--- src/rtl/hwpe_stream_demux_burst_if.sv ---
// Valid/ready stream bundle with data and byte strobes.
// The sink modport faces a producer; the source modport faces a consumer.
interface hwpe_stream_intf_stream #(
   parameter int unsigned DATA_WIDTH = 32
);
   localparam int unsigned STRB_WIDTH = DATA_WIDTH / 8;

   logic                  valid;
   logic                  ready;
   logic [DATA_WIDTH-1:0] data;
   logic [STRB_WIDTH-1:0] strb;

   modport source (output valid, data, strb, input ready);
   modport sink   (input valid, data, strb, output ready);
endinterface

--- src/rtl/hwpe_stream_demux_burst.sv ---
// 1-to-2 stream demultiplexer with registered outputs; destination is either
// a static select or alternates every BURST_LEN accepted beats.
module hwpe_stream_demux_burst #(
   parameter int unsigned DATA_WIDTH = 32,
   parameter int unsigned BURST_LEN  = 4
) (
   input  logic                   clk_i,
   input  logic                   rst_i,
   input  logic                   clear_i,
   input  logic                   mode_i,
   input  logic                   sel_i,
   hwpe_stream_intf_stream.sink   push_i,
   hwpe_stream_intf_stream.source pop_0_o,
   hwpe_stream_intf_stream.source pop_1_o,
   output logic                   cur_sel_o
);

   localparam int unsigned STRB_WIDTH = DATA_WIDTH / 8;
   localparam int unsigned CNT_W      = $clog2(BURST_LEN) + 1;
   localparam logic [CNT_W-1:0] CNT_LAST = CNT_W'(BURST_LEN - 1);

   logic                  valid0_q, valid0_d;
   logic                  valid1_q, valid1_d;
   logic [DATA_WIDTH-1:0] data0_q, data0_d;
   logic [DATA_WIDTH-1:0] data1_q, data1_d;
   logic [STRB_WIDTH-1:0] strb0_q, strb0_d;
   logic [STRB_WIDTH-1:0] strb1_q, strb1_d;
   logic [CNT_W-1:0]      cnt_q, cnt_d;
   logic                  burst_sel_q, burst_sel_d;

   logic dest;
   logic accept;
   logic push_hs;

   // Reset only masks the visible ready; the flops are held by the async reset.
   always_comb begin
      dest    = mode_i ? burst_sel_q : sel_i;
      accept  = !clear_i && (dest ? (!valid1_q || pop_1_o.ready)
                                  : (!valid0_q || pop_0_o.ready));
      push_hs = push_i.valid && accept;
   end

   always_comb begin
      valid0_d    = valid0_q;
      valid1_d    = valid1_q;
      data0_d     = data0_q;
      data1_d     = data1_q;
      strb0_d     = strb0_q;
      strb1_d     = strb1_q;
      cnt_d       = cnt_q;
      burst_sel_d = burst_sel_q;

      if (pop_0_o.ready) valid0_d = 1'b0;
      if (pop_1_o.ready) valid1_d = 1'b0;

      if (push_hs && !dest) begin
         valid0_d = 1'b1;
         data0_d  = push_i.data;
         strb0_d  = push_i.strb;
      end
      if (push_hs && dest) begin
         valid1_d = 1'b1;
         data1_d  = push_i.data;
         strb1_d  = push_i.strb;
      end

      if (push_hs && mode_i) begin
         if (cnt_q == CNT_LAST) begin
            cnt_d       = '0;
            burst_sel_d = !burst_sel_q;
         end else begin
            cnt_d = cnt_q + CNT_W'(1);
         end
      end

      if (clear_i) begin
         valid0_d    = 1'b0;
         valid1_d    = 1'b0;
         cnt_d       = '0;
         burst_sel_d = 1'b0;
      end
   end

   always_ff @(posedge clk_i or posedge rst_i) begin
      if (rst_i) begin
         valid0_q    <= 1'b0;
         valid1_q    <= 1'b0;
         data0_q     <= '0;
         data1_q     <= '0;
         strb0_q     <= '0;
         strb1_q     <= '0;
         cnt_q       <= '0;
         burst_sel_q <= 1'b0;
      end else begin
         valid0_q    <= valid0_d;
         valid1_q    <= valid1_d;
         data0_q     <= data0_d;
         data1_q     <= data1_d;
         strb0_q     <= strb0_d;
         strb1_q     <= strb1_d;
         cnt_q       <= cnt_d;
         burst_sel_q <= burst_sel_d;
      end
   end

   assign push_i.ready  = accept && !rst_i;
   assign cur_sel_o     = dest;

   assign pop_0_o.valid = valid0_q;
   assign pop_0_o.data  = data0_q;
   assign pop_0_o.strb  = strb0_q;
   assign pop_1_o.valid = valid1_q;
   assign pop_1_o.data  = data1_q;
   assign pop_1_o.strb  = strb1_q;

endmodule

--- src/flat_wrapper.sv ---
// flat-port wrapper written by rule: the top's interface ports become plain ports
module hwpe_stream_demux_burst_flat 
#(
   parameter int unsigned DATA_WIDTH = 32,
   parameter int unsigned BURST_LEN  = 4
)
  (clk_i, rst_i, clear_i, mode_i, sel_i, cur_sel_o, push_i_valid, push_i_data, push_i_strb, push_i_ready, pop_0_o_valid, pop_0_o_data, pop_0_o_strb, pop_0_o_ready, pop_1_o_valid, pop_1_o_data, pop_1_o_strb, pop_1_o_ready);
  hwpe_stream_intf_stream #(.DATA_WIDTH(DATA_WIDTH)) push_i_i ();
  hwpe_stream_intf_stream #(.DATA_WIDTH(DATA_WIDTH)) pop_0_o_i ();
  hwpe_stream_intf_stream #(.DATA_WIDTH(DATA_WIDTH)) pop_1_o_i ();
  input  logic clk_i;
  input  logic rst_i;
  input  logic clear_i;
  input  logic mode_i;
  input  logic sel_i;
  output logic cur_sel_o;
  input wire logic [$bits(push_i_i.valid)-1:0] push_i_valid;
  input wire logic [$bits(push_i_i.data)-1:0] push_i_data;
  input wire logic [$bits(push_i_i.strb)-1:0] push_i_strb;
  output wire logic [$bits(push_i_i.ready)-1:0] push_i_ready;
  output wire logic [$bits(pop_0_o_i.valid)-1:0] pop_0_o_valid;
  output wire logic [$bits(pop_0_o_i.data)-1:0] pop_0_o_data;
  output wire logic [$bits(pop_0_o_i.strb)-1:0] pop_0_o_strb;
  input wire logic [$bits(pop_0_o_i.ready)-1:0] pop_0_o_ready;
  output wire logic [$bits(pop_1_o_i.valid)-1:0] pop_1_o_valid;
  output wire logic [$bits(pop_1_o_i.data)-1:0] pop_1_o_data;
  output wire logic [$bits(pop_1_o_i.strb)-1:0] pop_1_o_strb;
  input wire logic [$bits(pop_1_o_i.ready)-1:0] pop_1_o_ready;
  assign push_i_i.valid = push_i_valid;
  assign push_i_i.data = push_i_data;
  assign push_i_i.strb = push_i_strb;
  assign push_i_ready = push_i_i.ready;
  assign pop_0_o_valid = pop_0_o_i.valid;
  assign pop_0_o_data = pop_0_o_i.data;
  assign pop_0_o_strb = pop_0_o_i.strb;
  assign pop_0_o_i.ready = pop_0_o_ready;
  assign pop_1_o_valid = pop_1_o_i.valid;
  assign pop_1_o_data = pop_1_o_i.data;
  assign pop_1_o_strb = pop_1_o_i.strb;
  assign pop_1_o_i.ready = pop_1_o_ready;
  hwpe_stream_demux_burst #(.DATA_WIDTH(DATA_WIDTH), .BURST_LEN(BURST_LEN)) u_core (.clk_i(clk_i), .rst_i(rst_i), .clear_i(clear_i), .mode_i(mode_i), .sel_i(sel_i), .push_i(push_i_i), .pop_0_o(pop_0_o_i), .pop_1_o(pop_1_o_i), .cur_sel_o(cur_sel_o));
endmodule
--- config.mk ---
export PLATFORM = sky130hd
export DESIGN_NAME = hwpe_stream_demux_burst_flat
export DESIGN_NICKNAME = d
export VERILOG_FILES = /design/src/rtl/hwpe_stream_demux_burst_if.sv /design/src/rtl/hwpe_stream_demux_burst.sv /design/src/flat_wrapper.sv
export SDC_FILE = /design/constraint.sdc
export NUM_CORES = 1
export LEC_CHECK = 0
export CAP_MARGIN = 20
export CORE_MARGIN = 3
export CORE_UTILIZATION = 27
export DETAILED_ROUTE_END_ITERATION = 8
export SYNTH_ARGS = -nofsm -noshare
export SYNTH_HDL_FRONTEND = slang
export SYNTH_SLANG_ARGS = --single-unit
--- constraint.sdc ---
create_clock -name clk_i -period 2.3 [get_ports clk_i]
set_input_delay 0.23 -clock clk_i [delete_from_list [all_inputs] [get_ports clk_i]]
set_output_delay 0.23 -clock clk_i [all_outputs]
set_load 0.02 [all_outputs]
# --- Word level (Yosys, flattened, before mapping) ---
# Cells that the tools add are included.
totals:
  in_bits: 44
  ff_bits: 78
op_classes:
  n_eq_ne: 1
  reduce_logical: 19
  n_mux: 14
  addsub: 1
ops:
  columns: ["cell", "n"]
  rows:
  - ["1-bit 2-to-1 mux", 11]
  - ["3-bit 2-to-1 mux", 3]
  - ["1-bit logical AND", 6]
  - ["1-bit zero test", 6]
  - ["3-bit nonzero test", 2]
  - ["2-bit nonzero test", 2]
  - ["3-bit by 1-bit adder with 3-bit output, second input constant", 1]
  - ["3-bit by 2-bit equality test with 1-bit output, second input constant", 1]
  - ["1-bit logical OR", 2]
  - ["2-bit AND reduction", 1]

# --- Depth between registers and ports, before layout ---
logic_depth:
  depth_word: 8
  ltp_mapped: 5
  ltp_nobuf: 5

# --- Worst setup path before layout ---
# OpenSTA, ideal clock, no wires.
synth_path:
  path_kind: "reg2reg"
  start: "register u_core.valid1_q, in the netlist u_core.pop_1_o.valid"
  end: "register u_core.data1_q[0], in the netlist u_core.pop_1_o.data[0]"
  t_arrival_ns: 1.504
  path_stages_with_launch: 6
  setup_time_ns: 0.125
  path_buffers: 1
  path_slack_ns: 0.671
  synth_period_minus_slack_ns: 1.629
  cell_sequence: "dfrtp_1 nand2b_1 nand2_1 nor2_2 buf_6 mux2_2"
synth_via:
  elab_chain_cells: 6
synth_rtl:
  columns: ["item", "line", "rtl"]
  rows:
  - ["from (decl)", "hwpe_stream_demux_burst.sv:23", "logic valid1_q, valid1_d;"]
  - ["from (signal assigned)", "hwpe_stream_demux_burst.sv:96", "valid1_q <= valid1_d;"]
  - ["1-bit zero test", "hwpe_stream_demux_burst.sv:38", "accept = !clear_i && (dest ? (!valid1_q || pop_1_o.ready)"]
  - ["1-bit logical OR", "hwpe_stream_demux_burst.sv:38", null]
  - ["1-bit 2-to-1 mux", "hwpe_stream_demux_burst.sv:38", null]
  - ["1-bit logical AND", "hwpe_stream_demux_burst.sv:38", null]
  - ["1-bit logical AND", "hwpe_stream_demux_burst.sv:40", "push_hs = push_i.valid && accept;"]
  - ["1-bit logical AND", "hwpe_stream_demux_burst.sv:61", "if (push_hs && dest) begin"]
  - ["to (signal assigned)", "hwpe_stream_demux_burst.sv:98", "data1_q <= data1_d;"]
  - ["to (decl)", "hwpe_stream_demux_burst.sv:25", "logic [DATA_WIDTH-1:0] data1_q, data1_d;"]
# No other way between the ends.
# A chain may end at the register's enable or synchronous reset.

# --- Worst setup path in the final report ---
layout_path:
  start: "input port mode_i"
  end: "output port push_i_ready"
layout_via:
  elab_chain_cells: 4
layout_rtl:
  columns: ["item", "line", "rtl"]
  rows:
  - ["from (decl)", "flat_wrapper.sv:14", "input logic mode_i;"]
  - ["1-bit 2-to-1 mux", "hwpe_stream_demux_burst.sv:37", "dest = mode_i ? burst_sel_q : sel_i;"]
  - ["1-bit 2-to-1 mux", "hwpe_stream_demux_burst.sv:38", null]
  - ["1-bit logical AND", "hwpe_stream_demux_burst.sv:38", null]
  - ["1-bit logical AND", "hwpe_stream_demux_burst.sv:106", "assign push_i.ready = accept && !rst_i;"]
  - ["to (decl)", "flat_wrapper.sv:20", "output wire logic [$bits(push_i_i.ready)-1:0] push_i_ready;"]
# No other way between the ends.

==> flow_summary.json <==
{
  "grt_use_met1_pct": 14.14,
  "worst_skew_pair.late_latency_ps": 340,
  "crit_buf_inv": 2,
  "cts_max_level": 3,
  "place_congestion": 0.7007,
  "antenna_found_initial": 0,
  "timing.rr.start": "u_core.burst_sel_q",
  "end_kind": "primary output",
  "synth_top_area_share_pct": 64.62,
  "fin_crit_sh_pct": 93.81,
  "io_buffers": 119,
  "syn_nets": 231,
  "crit_top_cell": "clkdlybuf4s50_1",
  "max_stage_delay_ps": 630,
  "dp.cells": 446,
  "design_area_um2": 4669,
  "cts_setup_buffers": 0,
  "syn_avg_cell_area_um2": 16.24,
  "postRouteAntennaNets": 0,
  "dieHeight_um": 111.8,
  "synth_cells": 186,
  "cts.reportedPaths.clkPinSlew_ps": 80,
  "grt_busiest_layer": "met2",
  "hold_class": "in2async",
  "dieArea_um2": 12490,
  "fin_setup_tns_ps": 0,
  "wl_per_cell_um": 14.97,
  "grt_pass1_vias": 2174,
  "critPathLaunchType": "input port",
  "clock_sinks": 78,
  "powerDensity_nw_per_um2": 910.1,
  "hold_viol": 0,
  "syn_area_um2": 3020,
  "pin_count": 120,
  "min_period_ps": 2158,
  "viasPerCell": 4.417,
  "cpMaxStageDelayCell": "clkdlybuf4s50_1",
  "clock_path_buffers": 2,
  "critPathKind": "in2out",
  "synth_area_leaders": "dfrtp_1 (65%), mux2_2 (27%), buf_6 (1.1%)",
  "cts_made_buffers": 9,
  "fin_cells": 460,
  "cts_tree": "built",
  "max_slew_margin_pct": 60.10,
  "regArea_um2": 1952,
  "critPathRequiredTime_ps": 2070,
  "grt_pass1_wl_um": 11150,
  "path_cells": "clkdlybuf4s50_1, mux2i_4, mux2i_1, nor3_1, clkdlybuf4s50_1",
  "initial_core_util_pct": 28.49,
  "cp-startpoint": "mode_i",
  "vdd_drop_max_mv": 0.3926,
  "grt_util_met3_pct": 4.674,
  "setup_ws_ps": 142.3,
  "yosys_warnings": 0,
  "num_vias": 2032,
  "die_w_um": 111.8,
  "grt-ovfl-total": 0,
  "rows": 37,
  "hold_buffers": 0,
  "worst_pin_slew_ps": 597.8,
  "routed_wl_um": 6888,
  "fmaxAchievable_mhz": 463.5,
  "cts-root-buf": "clkbuf_8",
  "yosysTopAreaCell": "dfrtp_1",
  "drt-initial-drc-count": 55,
  "multi_input_area_um2": 1013,
  "dp_hpwl_um": 5047,
  "met2_usage_pct": 17.51,
  "cts_resized": 0,
  "setup_viol": 0,
  "cp_max_fo": 2,
  "ys_seq_area_share_pct": 64.62,
  "synth_cell_type_count": 24,
  "outcome": "finished, final reports clean",
  "drc": 0,
  "nets": 366,
  "slew_viol_final": 0,
  "cap_violations": 0,
  "ys_ff_latch": 78,
  "grt_max_degree": 42,
  "finClkSkew_ps": 6.847,
  "fill_cells": 1039,
  "critPathTopFamily": "buffers and inverters",
  "core_area_um2": 10600,
  "diodes": 0,
  "drive_gt1_share_pct": 32.10,
  "dp_slack_ps": 127.3,
  "grt_usage_pct": 11.26,
  "power_leakage_nw": 1.932,
  "cp.arrival_ps": 1930,
  "place_area_um2": 4459,
  "first_pass_iters": 4,
  "syn2layout_area_growth_pct": 54.60,
  "grt_setup_unrepaired": "no"
}
synthesized netlist by cell type (all sizes together):
cell type,count
dfrtp,78
mux2,73
buf,6
o21ai,4
a21oi,3
inv,3
mux2i,2
nand2,2
nand2b,2
nand3,2
a311oi,1
and2,1
and2b,1
ha,1
nand4b,1
nor2,1
nor2b,1
nor3,1
o22ai,1
or3,1
or4,1
final timing paths:
path                                                end  slack, ps  cells past startpoint
worst max-delay path                       push_i_ready        140                      5
worst min-delay path            u_core.pop_1_o.data[26]        290                      2
worst max register to register          u_core.cnt_q[0]        750                      5
worst min register to register  u_core.pop_0_o.data[24]        510                      1
max in group asynchronous               u_core.cnt_q[1]       1400                      3
min in group clk_i              u_core.pop_0_o.data[24]        510                      1
report_power, final:
part	switching, mW	leakage, nW	internal, mW	total, mW
Clock	0.477	0.104	0.627	1.10
Sequential	0.136	0.939	1.64	1.78
Combinational	0.613	0.889	0.751	1.36
Total	1.23	1.93	3.02	4.25
cells in the final DEF (no fill, tap or decap), types with 2 or more instances in the layout:
| master | count |
|---|---|
| clkbuf_8 | 10 |
| bufinv_16 | 2 |
| clkinv_2 | 2 |
| dfrtp_1 | 78 |
| o21ai_0 | 4 |
| inv_1 | 2 |
| buf_12 | 3 |
| a21oi_1 | 3 |
| mux2_2 | 73 |
| nand2b_1 | 2 |
| buf_4 | 8 |
| clkdlybuf4s50_1 | 119 |
| nand2_1 | 2 |
layout make-up:
cell class	count	share of cell area (%)
Multi-Input combinational cell	99	21.70
Tap cell	136	3.644
Clock inverter	4	1.554
Inverter	3	0.2680
Timing Repair Buffer	130	28.08
Sequential cell	78	41.80
Clock buffer	10	2.947
stage by stage:
step | power [mW] | hold WS [ps] | utilization (%)
final | 4.249 | 292.4 | 44.05
after floorplan | 2.447 | 293.1 | -
after CTS | 4.328 | 306.1 | 44.05
after detailed placement | 3.198 | 493.8 | 42.06
after global placement | 3.177 | 486.3 | 42.06
after global routing | 4.472 | 312.4 | 44.05
worst reg2reg max path, cell delays in order (launching register included):
cell	delay [ps]
dfrtp_1	410
mux2i_4	160
mux2i_1	110
buf_4	160
or4_1	500
a21oi_1	140
sequential cells by signal, summed over array words and instances (netlist names):
| register | count |
|---|---|
| u_core.pop_0_o.data | 32 |
| u_core.pop_1_o.strb | 4 |
| u_core.pop_0_o.strb | 4 |
| u_core.pop_1_o.data | 32 |
| u_core.pop_0_o.valid | 1 |
| u_core.pop_1_o.valid | 1 |
| u_core.burst_sel_q | 1 |
| u_core.cnt_q | 3 |
per-layer routing:
layer / wire length (um) / up-vias
met2: 3210 / 79
li1: - / 928
met4: 91 / 0
met3: 585 / 9
met5: 0 / -
met1: 3001 / 1016
kinds of logic (layout without fill, tap and decap cells):
kind of cell / count (synthesis) / after routing / share of synthesized area, %
AO/OA/AOI/OAI: 9 / 9 / 1.657
adder cells (fa/ha/maj): 1 / 1 / 0.4142
buffers and inverters: 9 / 147 / 1.988
flip-flops: 78 / 78 / 64.62
multiplexers: 75 / 75 / 28.29
AND/OR/NAND/NOR: 14 / 14 / 3.024
Note: power is estimated with default switching activity, not from simulation.
==> RTL change 1 (same flow settings) <==
`BURST_LEN` is set to 4 in 2 places; all go to 8.
--- a/src/rtl/hwpe_stream_demux_burst.sv
+++ b/src/rtl/hwpe_stream_demux_burst.sv
@@ -2,7 +2,7 @@
 // a static select or alternates every BURST_LEN accepted beats.
 module hwpe_stream_demux_burst #(
    parameter int unsigned DATA_WIDTH = 32,
-   parameter int unsigned BURST_LEN  = 4
+   parameter int unsigned BURST_LEN  = 8
 ) (
    input  logic                   clk_i,
    input  logic                   rst_i,
--- a/src/flat_wrapper.sv
+++ b/src/flat_wrapper.sv
@@ -2,7 +2,7 @@
 module hwpe_stream_demux_burst_flat 
 #(
    parameter int unsigned DATA_WIDTH = 32,
-   parameter int unsigned BURST_LEN  = 4
+   parameter int unsigned BURST_LEN  = 8
 )
   (clk_i, rst_i, clear_i, mode_i, sel_i, cur_sel_o, push_i_valid, push_i_data, push_i_strb, push_i_ready, pop_0_o_valid, pop_0_o_data, pop_0_o_strb, pop_0_o_ready, pop_1_o_valid, pop_1_o_data, pop_1_o_strb, pop_1_o_ready);
   hwpe_stream_intf_stream #(.DATA_WIDTH(DATA_WIDTH)) push_i_i ();
Formal check against the unedited RTL: not equivalent (a bounded check fails within 10 cycles, from zero or initial values and one cycle with rst_i high).
==> RTL change 1 against the original RTL <==
Die area rose by 6.7%. Area after synthesis rose by 7.1%. Design area rose by 6.1%. Worst setup slack got worse by 0.038 ns. Fmax fell by 1.7%. Wire length rose by 5.7%. Total power rose by 14%. Sequential cell count rose by 1. Largest cell class unchanged.
==> RTL change 1: results (changes against the original RTL) <==
Worst-path clk slew -> 0.06 ns (-0.02 ns)
Status -> completed
DP Wirelength -> 5086 µm (+0.78%)
GP Congestion -> 0.7155 (+2.1%)
Top post-synthesis cells by count -> dfrtp_1, mux2_2, mux2_4
Syn Area/Cell -> 16.93 µm² (+4.3%)
Worst-skew pair later-pin latency -> 0.34 ns (about the same)
Vias in the first global route -> 2220 (+2.1%)
Vias -> 2088 (+2.8%)
Initial DRC Count -> 66 (+20%)
Place WS -> 0.09931 ns (-0.02794 ns)
Leakage -> 2.100 nW (+8.7%)
Asr flop ratio synth -> 1.000 (unchanged)
Max FO, Critical Path -> 3 (+1)
Slowest Stage Delay on Critical Path -> 0.64 ns
Sequential area share after synthesis -> 0.6112 (-0.03501)
GR Util All Layers -> 0.1168 (+0.004213)
Root Buffer -> clkbuf_16
R2R Path End -> u_core.pop_1_o.strb[0]
Share of the synthesized area in the top cell type -> 0.6112 (-0.03501)
Total wire length -> 7284 µm (+5.7%)
Worst min-delay path class -> in2async
Worst IR Drop VDD -> 0.6630 mV (+69%)
Sw frac -> 0.2787 (-0.01003)
Post-Syn Nets -> 236 (+2.2%)
Clk_skew -> 0.004383 ns (-0.002463 ns)
Layout cells sized above 1 -> 0.3028 (-0.01824)
Post-CTS Resized -> 0 (unchanged)
Final #Nets -> 367 (+0.27%)
Minimum clock period after layout -> 2.195 ns (+0.03754 ns)
Worst setup path end -> push_i_ready
Synth unique cells -> 28 (+17%)
Largest net degree at the start of global routing -> 80 (+90%)
R2R cell count -> 6 (+1)
Worst EP arrival -> 1.97 ns (+0.04 ns)
Synth area leaders -> dfrtp_1, mux2_2, mux2_4
Slew @ Worst Pin -> 0.4315 ns (-0.1663 ns)
Placed insts -> 454 (+1.8%)
Fin cells -> 470 (+2.2%)
Post-route setup TNS -> 0 ns (unchanged)
First-pass GRT wire length -> 11790 µm (+5.8%)
Reg2Reg Setup Slack -> 0.69 ns (-0.06 ns)
Htree depth -> 3 (unchanged)
RTL change 1: layout make-up:
type                       count  area, µm²
inverter                       3      12.51
clock inverter                 5      81.33
timing repair buffer         127       1301
sequential                    79       1977
multi-input combinational    102       1161
fill                        1065       6610
tap                          143      178.9
clock buffer                  11      242.7
RTL change 1: how the worst min path moves through the flow:
stage	end	slack [ns]	depth (start not counted)
final	u_core.pop_1_o.valid	0.32	3
after global routing	u_core.pop_1_o.valid	0.36	3
after CTS	u_core.pop_0_o.strb[2]	0.35	3
after detailed placement	u_core.pop_0_o.data[26]	0.49	1
after global placement	u_core.pop_0_o.data[1]	0.48	1
after floorplan	u_core.cnt_q[0]	0.29	1
RTL change 1: logic make-up after synthesis:
group           Yosys count  share of synthesized area
fa+ha+maj                 1                   0.003868
compound gates           11                    0.02360
mux                      76                     0.3010
flops                    79                     0.6112
buf+inv                  10                    0.03017
simple gates             14                    0.03018
RTL change 1: stage by stage:
| step | cell area, µm² | hold slack (ns) |
|---|---|---|
| detailed placement | 4631 | 0.4918 |
| global route | 4955 | 0.3619 |
| global placement | 4631 | 0.4838 |
| floorplan | 3234 | 0.2931 |
| CTS | 4955 | 0.3484 |
| finish | 4955 | 0.3216 |
RTL change 1: power by group through the flow:
stage | clock [mW] | combinational (mW) | sequential, mW
2_1_floorplan | 0 | 0.386 | 2.19
3_3_place_gp | 0 | 1.48 | 1.85
3_5_place_dp | 0 | 1.49 | 1.86
4_1_cts | 1.59 | 1.50 | 1.84
5_1_grt | 1.66 | 1.56 | 1.87
6_report | 1.53 | 1.48 | 1.83
RTL change 1: worst register-to-register path: stages, from the launching register on:
cell     delay (ns)
dfrtp_1        0.40
mux2i_4        0.09
buf_4          0.16
inv_2          0.05
and3_2         0.23
buf_12         0.20
mux2_2         0.37
RTL change 1: layer usage:
metal / GRT usage / routed length, µm / share of wire
met5: 0 / 0 / 0
met4: 0.03521 / 87 / 0.012
met3: 0.06110 / 611 / 0.084
met2: 0.1802 / 3350 / 0.46
met1: 0.1427 / 3235 / 0.44
==> RTL change 2 (same flow settings) <==
Made on the original files. `data0_q` no longer has a reset.
--- a/src/rtl/hwpe_stream_demux_burst.sv
+++ b/src/rtl/hwpe_stream_demux_burst.sv
@@ -85,7 +85,6 @@
       if (rst_i) begin
          valid0_q    <= 1'b0;
          valid1_q    <= 1'b0;
-         data0_q     <= '0;
          data1_q     <= '0;
          strb0_q     <= '0;
          strb1_q     <= '0;
@@ -94,13 +93,16 @@
       end else begin
          valid0_q    <= valid0_d;
          valid1_q    <= valid1_d;
-         data0_q     <= data0_d;
          data1_q     <= data1_d;
          strb0_q     <= strb0_d;
          strb1_q     <= strb1_d;
          cnt_q       <= cnt_d;
          burst_sel_q <= burst_sel_d;
       end
+   end
+
+   always_ff @(posedge clk_i) begin
+      data0_q <= data0_d;
    end
 
    assign push_i.ready  = accept && !rst_i;
Formal check against the unedited RTL: not equivalent (a bounded check fails within 4 cycles, from zero or initial values and one cycle with rst_i high).
==> RTL change 2 against the original RTL <==
Design area shrank 4.1%. Final cell count is 7.8% lower. Critical endpoint unchanged. Area after synthesis fell by 7.4%. Wire length down 12%. Worst setup slack worse by 0.029 ns. Total power shrank 8.3%. Hold slack worse by 0.0027 ns. Synthesized cell count down 19%. Via count fell by 14%. Sequential cell count did not move.
==> RTL change 2: results (changes against the original RTL) <==
Worst-path clk slew -> 0.08 ns (about the same)
First-pass GRT wire length -> 9239 µm (-17%)
Leakage -> 1.734 nW (-10%)
Vias in the first global route -> 1783 (-18%)
Top_reg_cell synth -> dfrtp_1
Vias per cell -> 4.134 (-6.4%)
CTS Buf Count -> 9 (unchanged)
Reg2Reg Setup Slack -> 0.83 ns (+0.08 ns)
Max FO, Critical Path -> 3 (+1)
Initial antenna violation count -> 0 (unchanged)
Fill cells -> 899 (-13%)
Synth warn -> 0 (unchanged)
Post-Syn Nets -> 196 (-15%)
Top post-synthesis cells by count -> dfrtp_1, mux2_2, edfxtp_1
Layout cells sized above 1 -> 0.2096 (-0.1114)
Port bufs -> 119 (unchanged)
Worst-skew pair later-pin latency -> 0.35 ns
Final #Nets -> 331 (-9.6%)
Wire per inst -> 14.23 µm (-4.9%)
DP Area -> 0.004230 mm² (-5.1%)
Sequential area share after synthesis -> 0.7553 (+0.1090)
Worst EP arrival -> 1.96 ns (+0.03 ns)
GR Util All Layers -> 0.1052 (-0.007383)
Asr flop ratio synth -> 0.5897 (-0.4103)
ANT cells -> 0 (unchanged)
DP Wirelength -> 4372 µm (-13%)
Internal power -> 2.899 mW (-4.1%)
Slew HR -> 0.6447 (+0.04367)
Synth area leaders -> dfrtp_1, edfxtp_1, mux2_2
Post-CTS Resized -> 0 (unchanged)
Number of synthesized flops with an enable pin -> 32 (+32)
Clk_skew -> 0.009538 ns (+0.002692 ns)
Synth unique cells -> 21 (-13%)
Status -> completed
First-pass DRT Iterations -> 3 (-1)
GP Congestion -> 0.6869 (-2.0%)
Worst IR Drop VDD -> 0.4910 mV (+25%)
Largest net degree at the start of global routing -> 33 (-21%)
Initial DRC Count -> 31 (-44%)
-- RTL change 2: cell types whose count changed after synthesis, sizes merged, moves of 2 or more --
| cell | delta |
|---|---|
| mux2 | -33 |
| dfrtp | -32 |
| edfxtp | +32 |
| buf | -3 |
| nand2b | +3 |
| nor2b | +2 |
-- RTL change 2: stage by stage --
step                      utilization  hold WS [ns]  cells  setup WS, ns  power (mW)
final                          0.4519        0.2896    424        0.1131       3.899
after global routing           0.4519        0.3047    424       0.02497       4.070
after CTS                      0.4519        0.2817    424       0.09654       3.957
after detailed placement       0.4269        0.4779    408        0.1146       2.694
after global placement         0.4269        0.4717    408        0.1328       2.683
after floorplan                     -        0.2931    151        0.3860       2.166
-- RTL change 2: power groups by stage --
stage               clock network (mW)  logic (mW)  registers, mW
detailed placement                   0       0.939           1.76
global placement                     0       0.931           1.75
finish                            1.25       0.924           1.72
global route                      1.34       0.975           1.75
floorplan                            0       0.186           1.98
CTS                               1.29       0.941           1.73
-- RTL change 2: cells by family after synthesis --
kind of cell / count (synthesis) / synth area share
DFF: 78 / 0.7553
muxes: 43 / 0.1763
and+or+nand+nor: 16 / 0.03356
AOI/OAI and AO/OA: 7 / 0.01432
buffers and inverters: 6 / 0.01611
adders and majority gates: 1 / 0.004474
-- RTL change 2: worst paths after layout --
path / from / cells past startpoint / end
max: mode_i / 5 / push_i_ready
min: rst_i / 2 / u_core.pop_1_o.data[6]
max reg2reg: u_core.burst_sel_q / 5 / u_core.pop_0_o.data[9]
min reg2reg: u_core.pop_1_o.data[10] / 1 / u_core.pop_1_o.data[10]
max in group asynchronous: rst_i / 3 / u_core.pop_1_o.data[9]
min in group clk_i: push_i_data[21] / 1 / u_core.pop_0_o.data[21]
-- RTL change 2: routing by layer --
| layer | vias to the layer above | global-route usage | part of all wire |
|---|---|---|---|
| met4 | 0 | 0.05951 | 0.018 |
| li1 | 820 | - | - |
| met2 | 79 | 0.1563 | 0.46 |
| met3 | 10 | 0.03659 | 0.082 |
| met5 | - | 0 | 0 |
| met1 | 844 | 0.1328 | 0.44 |
-- RTL change 2: cell type report --
class	instances	area, µm²	area share
well taps	133	166.4	0.03716
clock inverters	5	106.4	0.02375
clock buffers	11	141.4	0.03157
repair buffers	127	1301	0.2906
multi-input cells	67	639.4	0.1428
flip-flops and latches	78	2112	0.4716
inverters	3	11.26	0.002515
-- RTL change 2: worst max-delay path, cell delays in order --
cell and delay [ns]:
clkdlybuf4s50_1 0.56, mux2i_4 0.27, mux2i_1 0.11, nor3_1 0.15, clkdlybuf4s50_1 0.64
